[config.mk]
export PLATFORM = sky130hd
export DESIGN_NAME = oe_sort_n
export DESIGN_NICKNAME = d
export VERILOG_FILES = /design/src/rtl/oe_sort_pkg.sv /design/src/rtl/oe_cmp_swap.sv /design/src/rtl/oe_sort_n.sv
export SDC_FILE = /design/constraint.sdc
export NUM_CORES = 1
export LEC_CHECK = 0
export ABC_AREA = 1
export BUFFER_PORTS_ARGS = -buffer_cell sky130_fd_sc_hd__buf_2
export CAP_MARGIN = 20
export CORE_MARGIN = 4
export CORE_UTILIZATION = 40
export DETAILED_ROUTE_END_ITERATION = 7
export GPL_TIMING_DRIVEN = 0
export PLACE_DENSITY = 0.59
export SYNTH_ARGS = -nofsm -noshare
export SYNTH_HDL_FRONTEND = slang
export SYNTH_HIERARCHICAL = 1
export SYNTH_SLANG_ARGS = --single-unit
[constraint.sdc]
create_clock -name clk -period 7.5 [get_ports clk]
set_clock_uncertainty 0.05 [all_clocks]
set_input_delay 0.75 -clock clk [delete_from_list [all_inputs] [get_ports clk]]
set_output_delay 0.75 -clock clk [all_outputs]
set_load 0.05 [all_outputs]
[src/rtl/oe_sort_pkg.sv]
// oe_sort_pkg: state encoding and lane-slicing helpers for the odd-even transposition sorter
package oe_sort_pkg;

    typedef enum logic [1:0] {IDLE, SORT, DONE} state_t;

    function automatic int clog2(input int v);
        for (int r = 0; r < 31; r++)
            if ((1 << r) >= v) return r;
        return 31;
    endfunction

    function automatic int lane_lo(input int lane, input int width);
        return lane * width;
    endfunction

endpackage

[src/rtl/oe_cmp_swap.sv]
// oe_cmp_swap: compare-exchange of one adjacent (key, idx) pair; strict compare keeps equal keys in place
module oe_cmp_swap #(
    parameter int W      = 16,
    parameter int IDX_W  = 3,
    parameter bit SIGNED = 0
) (
    input  logic             desc,
    input  logic [W-1:0]     a_key,
    input  logic [W-1:0]     b_key,
    input  logic [IDX_W-1:0] a_idx,
    input  logic [IDX_W-1:0] b_idx,
    output logic [W-1:0]     x_key,
    output logic [W-1:0]     y_key,
    output logic [IDX_W-1:0] x_idx,
    output logic [IDX_W-1:0] y_idx
);
    logic gt, lt, swap;
    always_comb begin
        gt    = SIGNED ? ($signed(a_key) > $signed(b_key)) : (a_key > b_key);
        lt    = SIGNED ? ($signed(a_key) < $signed(b_key)) : (a_key < b_key);
        swap  = desc ? lt : gt;
        x_key = swap ? b_key : a_key;
        y_key = swap ? a_key : b_key;
        x_idx = swap ? b_idx : a_idx;
        y_idx = swap ? a_idx : b_idx;
    end
endmodule

[src/rtl/oe_sort_n.sv]
// oe_sort_n: N-lane odd-even transposition sorter, one phase per cycle, carrying original lane indices
module oe_sort_n
    import oe_sort_pkg::*;
#(
    parameter int N        = 8,
    parameter int W        = 16,
    parameter bit SIGNED   = 0,
    localparam int IDX_W   = clog2(N)
) (
    input  logic               clk,
    input  logic               rst,
    input  logic               in_valid,
    output logic               in_ready,
    input  logic [N*W-1:0]     in_data,
    input  logic               in_desc,
    output logic               out_valid,
    input  logic               out_ready,
    output logic [N*W-1:0]     out_data,
    output logic [N*IDX_W-1:0] out_idx,
    output logic               busy
);
    state_t state, state_d;
    logic [IDX_W-1:0] phase;
    logic             desc;
    logic             last;
    logic [W-1:0]     key [N];
    logic [IDX_W-1:0] idx [N];
    logic [W-1:0]     ek [N];
    logic [W-1:0]     ok [N];
    logic [IDX_W-1:0] ei [N];
    logic [IDX_W-1:0] oi [N];

    assign last = phase == IDX_W'(N - 1);

    genvar e, o, l;
    for (e = 0; e < N / 2; e++) begin : g_even
        oe_cmp_swap #(.W(W), .IDX_W(IDX_W), .SIGNED(SIGNED)) u_cs (
            .desc  (desc),
            .a_key (key[2*e]),
            .b_key (key[2*e+1]),
            .a_idx (idx[2*e]),
            .b_idx (idx[2*e+1]),
            .x_key (ek[2*e]),
            .y_key (ek[2*e+1]),
            .x_idx (ei[2*e]),
            .y_idx (ei[2*e+1])
        );
    end

    // end lanes sit out the odd phase
    assign ok[0]   = key[0];
    assign oi[0]   = idx[0];
    assign ok[N-1] = key[N-1];
    assign oi[N-1] = idx[N-1];
    for (o = 0; o < N / 2 - 1; o++) begin : g_odd
        oe_cmp_swap #(.W(W), .IDX_W(IDX_W), .SIGNED(SIGNED)) u_cs (
            .desc  (desc),
            .a_key (key[2*o+1]),
            .b_key (key[2*o+2]),
            .a_idx (idx[2*o+1]),
            .b_idx (idx[2*o+2]),
            .x_key (ok[2*o+1]),
            .y_key (ok[2*o+2]),
            .x_idx (oi[2*o+1]),
            .y_idx (oi[2*o+2])
        );
    end

    for (l = 0; l < N; l++) begin : g_out
        assign out_data[lane_lo(l, W) +: W]         = key[l];
        assign out_idx[lane_lo(l, IDX_W) +: IDX_W]  = idx[l];
    end

    assign in_ready  = state == IDLE;
    assign out_valid = state == DONE;
    assign busy      = state != IDLE;

    always_ff @(posedge clk)
        state <= rst ? IDLE : state_d;

    always_comb begin
        state_d = state;
        case (state)
            IDLE:    if (in_valid) state_d = SORT;
            SORT:    if (last) state_d = DONE;
            DONE:    if (out_ready) state_d = IDLE;
            default: state_d = IDLE;
        endcase
    end

    always_ff @(posedge clk) begin
        if (rst) begin
            phase <= '0;
            desc  <= 1'b0;
            for (int i = 0; i < N; i++) begin
                key[i] <= '0;
                idx[i] <= '0;
            end
        end else if (state == IDLE && in_valid) begin
            phase <= '0;
            desc  <= in_desc;
            for (int i = 0; i < N; i++) begin
                key[i] <= in_data[lane_lo(i, W) +: W];
                idx[i] <= IDX_W'(i);
            end
        end else if (state == SORT) begin
            phase <= last ? phase : phase + 1'b1;
            for (int i = 0; i < N; i++) begin
                key[i] <= phase[0] ? ok[i] : ek[i];
                idx[i] <= phase[0] ? oi[i] : ei[i];
            end
        end
    end
endmodule

After elaboration in Yosys (flattened, before gate mapping)
Memories as Yosys holds them, arrays and structs flattened.
Cells that the tools add are included.

word-level totals
  input port bits = 133
  ROM bits = 0
  memory bits (writable) = 152
  latch bits = 0
  word-level logic and storage cells = 161
  output and inout port bits = 155
  memories = 2
  register bits after elaboration = 6

operators by class
  equal/unequal tests = 6
  add/sub/neg operators = 1
  reduce and logical (&&, ||, !) cells = 6
  $lt $le $gt $ge = 14
  bitwise operators = 33
  shifts and indexed selects = 0
  muxes and demuxes = 96
  divide/modulo/power cells = 0
  $mul = 0

memories
  name  depth  bits a word  read ports  clocked after memory_dff  wr ports  RTL line         text
  key   8      16           8           0                         8         oe_sort_n.sv:26  logic [W-1:0] key [N];
  idx   8      3            8           0                         8         oe_sort_n.sv:27  logic [IDX_W-1:0] idx [N];

operator list
  cell                                                                      count
  16-bit 2-to-1 mux                                                         38
  3-bit 2-to-1 mux                                                          38
  16-bit greater-than comparator                                            7
  16-bit less-than comparator                                               7
  1-bit bitwise OR                                                          32
  1-bit 2-to-1 mux                                                          16
  2-bit 2-to-1 mux                                                          3
  2-bit one-hot mux with 3 select lines                                     1
  2-bit inequality test (second input constant)                             2
  3-bit by 1-bit adder with 3-bit output (second input constant)            1
  3-bit equality test (second input constant)                               1
  3-bit AND reduction                                                       1
  2-bit by 1-bit equality test with 1-bit output (second input constant)    1
  2-bit equality test (second input constant)                               1
  2-bit zero test                                                           1
  2-bit by 1-bit inequality test with 1-bit output (second input constant)  1
  2-bit AND reduction                                                       1
  2-bit nonzero test                                                        1
  2-bit OR reduction                                                        1
  1-bit logical AND                                                         1
  1-bit NOT                                                                 1

Depth between registers and ports, before layout
  depth in word-level cells = 7
  gate-level depth with buffers = 21
  depth with buffers taken out = 19

By module
The synthesis kept the hierarchy.

by module, submodules not included
  module                            instances  area each (um^2)  cells each  sequential area each (um^2)
  oe_sort_n                         1          8027.7            915         4654.5
  oe_cmp_swap (g_even[0].u_cs ...)  5          1034.7            202         0.0
  oe_cmp_swap (g_odd[2].u_cs)       1          1108.6            202         0.0
  oe_cmp_swap (g_even[2].u_cs)      1          1014.7            202         0.0

Worst setup path before layout
No wires, ideal clock.

  path type = input to register
  start point = input port rst
  end point = memory idx[3][1] (netlist: idx[0][10]) (enable)
  required time = 6805 ps
  arrival time = 2330 ps
  path buffers = 2
  path slack = 4475 ps
  stages on the path = 4
  path through = buf_2 -> nor2_2 -> buf_2 -> nand2_1

RTL lines
  what             RTL line         text
  start, declared  oe_sort_n.sv:11  input logic rst,
  end, declared    oe_sort_n.sv:27

==> flow_summary.json <==
{
  "antenna_left": 0,
  "cts_hold_buf": 0,
  "syn_area_per_cell_um2": 6.58,
  "yosysSeqAreaShare": 0.304,
  "topRoutingLayerUsed": "met4",
  "yosys_register_bits": 158,
  "cts_root_buf": "clkbuf_16",
  "area_growth_pct": 17.8,
  "met3_wirelength_um": 4260,
  "dp.cells": 3128,
  "clock_path_buffers": 2,
  "vdd_drop_max_mv": 0.174,
  "period_minus_slack_ps": 2760,
  "synth_top_cell_by_area": "edfxtp_1",
  "postSynthCellCount": 2329,
  "cts_resized": 0,
  "critPathSlowestCell": "edfxtp_1",
  "final_common_cell": "nand2_1",
  "rr_endpoint": "key[0][42]",
  "syn_area_mm2": 0.0153,
  "dpl.hpwl_um": 44100,
  "synth_nets": 2576,
  "cp_common_cell": "nand2_1",
  "cts_max_level": 4,
  "clk_latency_ps": 450,
  "cts.sinks": 158,
  "place_area_mm2": 0.0174,
  "min_from": "phase[1]",
  "hold_class": "reg -> reg",
  "grt_start_max_net_pins": 39,
  "rsz0062_at_grt": "false",
  "antennaDiodeCount": 0,
  "cp.arrival_ps": 3000,
  "dieArea_mm2": 0.0415,
  "synth-simple-area-share": 0.429,
  "worstSetupPathType": "reg -> reg",
  "status": "complete, no violations",
  "die_w_um": 204,
  "synth_compound_area_frac": 0.0518,
  "setup-tns-final_ps": 0,
  "critPathRequiredTime_ps": 7740,
  "cp_max_fo": 10,
  "port_buffers": 286,
  "wl_per_cell_um": 18.2,
  "grt_usage": 0.268,
  "core_area_mm2": 0.0378,
  "ff2ff_path_depth": 17,
  "crit_end": "key[0][42]",
  "power_per_cell_area_mw_per_mm2": 284,
  "crit_path_start": "key[0][46]",
  "final_cell_area_mm2": 0.0180,
  "vias_per_cell": 5.15,
  "core.rowCount": 71,
  "grt_pass1_vias": 15400,
  "drt-initial-drc-count": 1403,
  "firstDrtPassIters": 6,
  "r2r-start": "key[0][46]",
  "relSlewSlack": 0.366,
  "slew_violations": 0,
  "cp_num_buf_inv": 4,
  "path_delay_family": "simple AND/OR/NAND/NOR gates",
  "wl_um": 57400,
  "p_leak_nw": 9.83,
  "synthAdderAreaFrac": 0.0931,
  "die-height_um": 204,
  "worst-r2r-setup-slack_ps": 4740,
  "route.detailed.drc": 0,
  "tritoncts": "built",
  "ys_top_cells_by_area": "edfxtp_1 (29%), nand2_1 (28%), nand3_1 (11%), ha_1 (9.3%), inv_1 (3.6%)",
  "cts.reportedPaths.clkPinSlew_ps": 60,
  "synth_xor_area_frac": 0,
  "max_freq_mhz": 363,
  "synth_top_area_frac": 0.292,
  "crit_cells": 17,
  "cts_post_setup_buffers_inserted": 0,
  "synth.area.mux_share": 0,
  "crit_chain": "inv_1, ha_1, nand2_1, nor2_2, nand2_1, clkinv_1, nand2_1, nand2_1, nand2_1, buf_4, buf_6, nand3_1, nand2_1, nand2_1, nand2_1, nand2_1, a21oi_1",
  "cts_buffers": 17,
  "synth_warnings": 6,
  "start_util": 0.406,
  "layout.nets": 2883,
  "drive_above_1_share": 0.208,
  "final_cells": 3160,
  "utilization": 0.478,
  "io_pins": 288,
  "critPathLaunchType": "flip-flop",
  "finalHoldViolCount": 0,
  "grt_first_pass_wirelength_um": 87100,
  "worst_slew_pin_slew_ps": 949,
  "route.vias.total": 16300,
  "synth_top_family_by_area": "simple AND/OR/NAND/NOR gates",
  "place_congestion": 0.901,
  "wl_met2_um": 25500,
  "grt_overflow": 0,
  "setup_viol": 0,
  "cap_violations": 0,
  "wl_met1_um": 26200,
  "final_cell_mix": "nand2_1 (1142), buf_2 (345), nand3_1 (335)",
  "critPathCaptureType": "flip-flop",
  "cpPeakStageDelay_ps": 650,
  "synth.distinct_cells": 28,
  "min_period_over_period": 0.368,
  "antenna_found_initial": 0
}
-- worst min-delay path by stage --
stage / to / slack (ps) / cells after the start
final: phase[1] / 420 / 2
after global routing: state[1] / 450 / 2
after CTS: phase[1] / 420 / 2
after detailed placement: phase[1] / 410 / 2
after global placement: phase[1] / 400 / 2
after floorplan: phase[1] / 390 / 2
-- cell usage after synthesis (all sizes together) --
library cell  count
nand2          1176
dfxtp             9
nand3           343
clkinv            7
ha              114
a21oi            97
clkbuf           11
edfxtp          149
o32ai             1
nand4             7
a22o             16
nor2             53
o21ai            16
buf             164
a21o              7
inv             159
-- metrics by stage --
stage | setup WS, ps | hold slack, ps | power (mW)
floorplan | 4470 | 394 | 3.43
global placement | 3380 | 403 | 4.12
detailed placement | 4560 | 412 | 4.18
CTS | 4770 | 422 | 5.12
global route | 4470 | 450 | 5.48
finish | 4740 | 419 | 5.13
-- per-layer routing --
layer | up-vias | track usage
met3 | 77 | 0.0331
li1 | 8083 | -
met4 | 0 | 0.0841
met2 | 633 | 0.422
met1 | 7487 | 0.385
met5 | - | 0
-- final cells by class --
type | instances | area [µm²]
Tap cell | 511 | 639
Clock buffer | 26 | 499
Timing Repair Buffer | 288 | 1470
Sequential cell | 158 | 4650
Multi-Input combinational cell | 1830 | 8790
Clock inverter | 6 | 108
Buffer | 175 | 1260
Fill cell | 3970 | 19700
Inverter | 166 | 623
-- flip-flops by register name, summed over array words and instances (netlist names) --
register,count
key,128
idx,24
phase,3
state,2
desc,1
-- cells by family (layout without fill, tap and decap cells) --
family / Yosys count / in the layout
DFF: 158 / 158
and+or+nand+nor: 1579 / 1579
AOI/OAI and AO/OA: 137 / 137
adders and majority gates: 114 / 114
buffers and inverters: 341 / 661
-- worst reg2reg max path, delay by kind of cell (launching register included) --
kind	cells	cell delay (ps)
buffers and inverters	4	520
adder cells (fa/ha/maj)	1	300
flip-flops	1	650
AND/OR/NAND/NOR	11	940
AO/OA/AOI/OAI	1	160
-- power by group --
part / internal (mW) / total, mW / switching, mW
Combinational: 0.914 / 2.71 / 1.80
Sequential: 1.14 / 1.49 / 0.348
Clock: 0.559 / 0.933 / 0.374
Total: 2.61 / 5.13 / 2.52
Power figures use the tool's default switching activity.
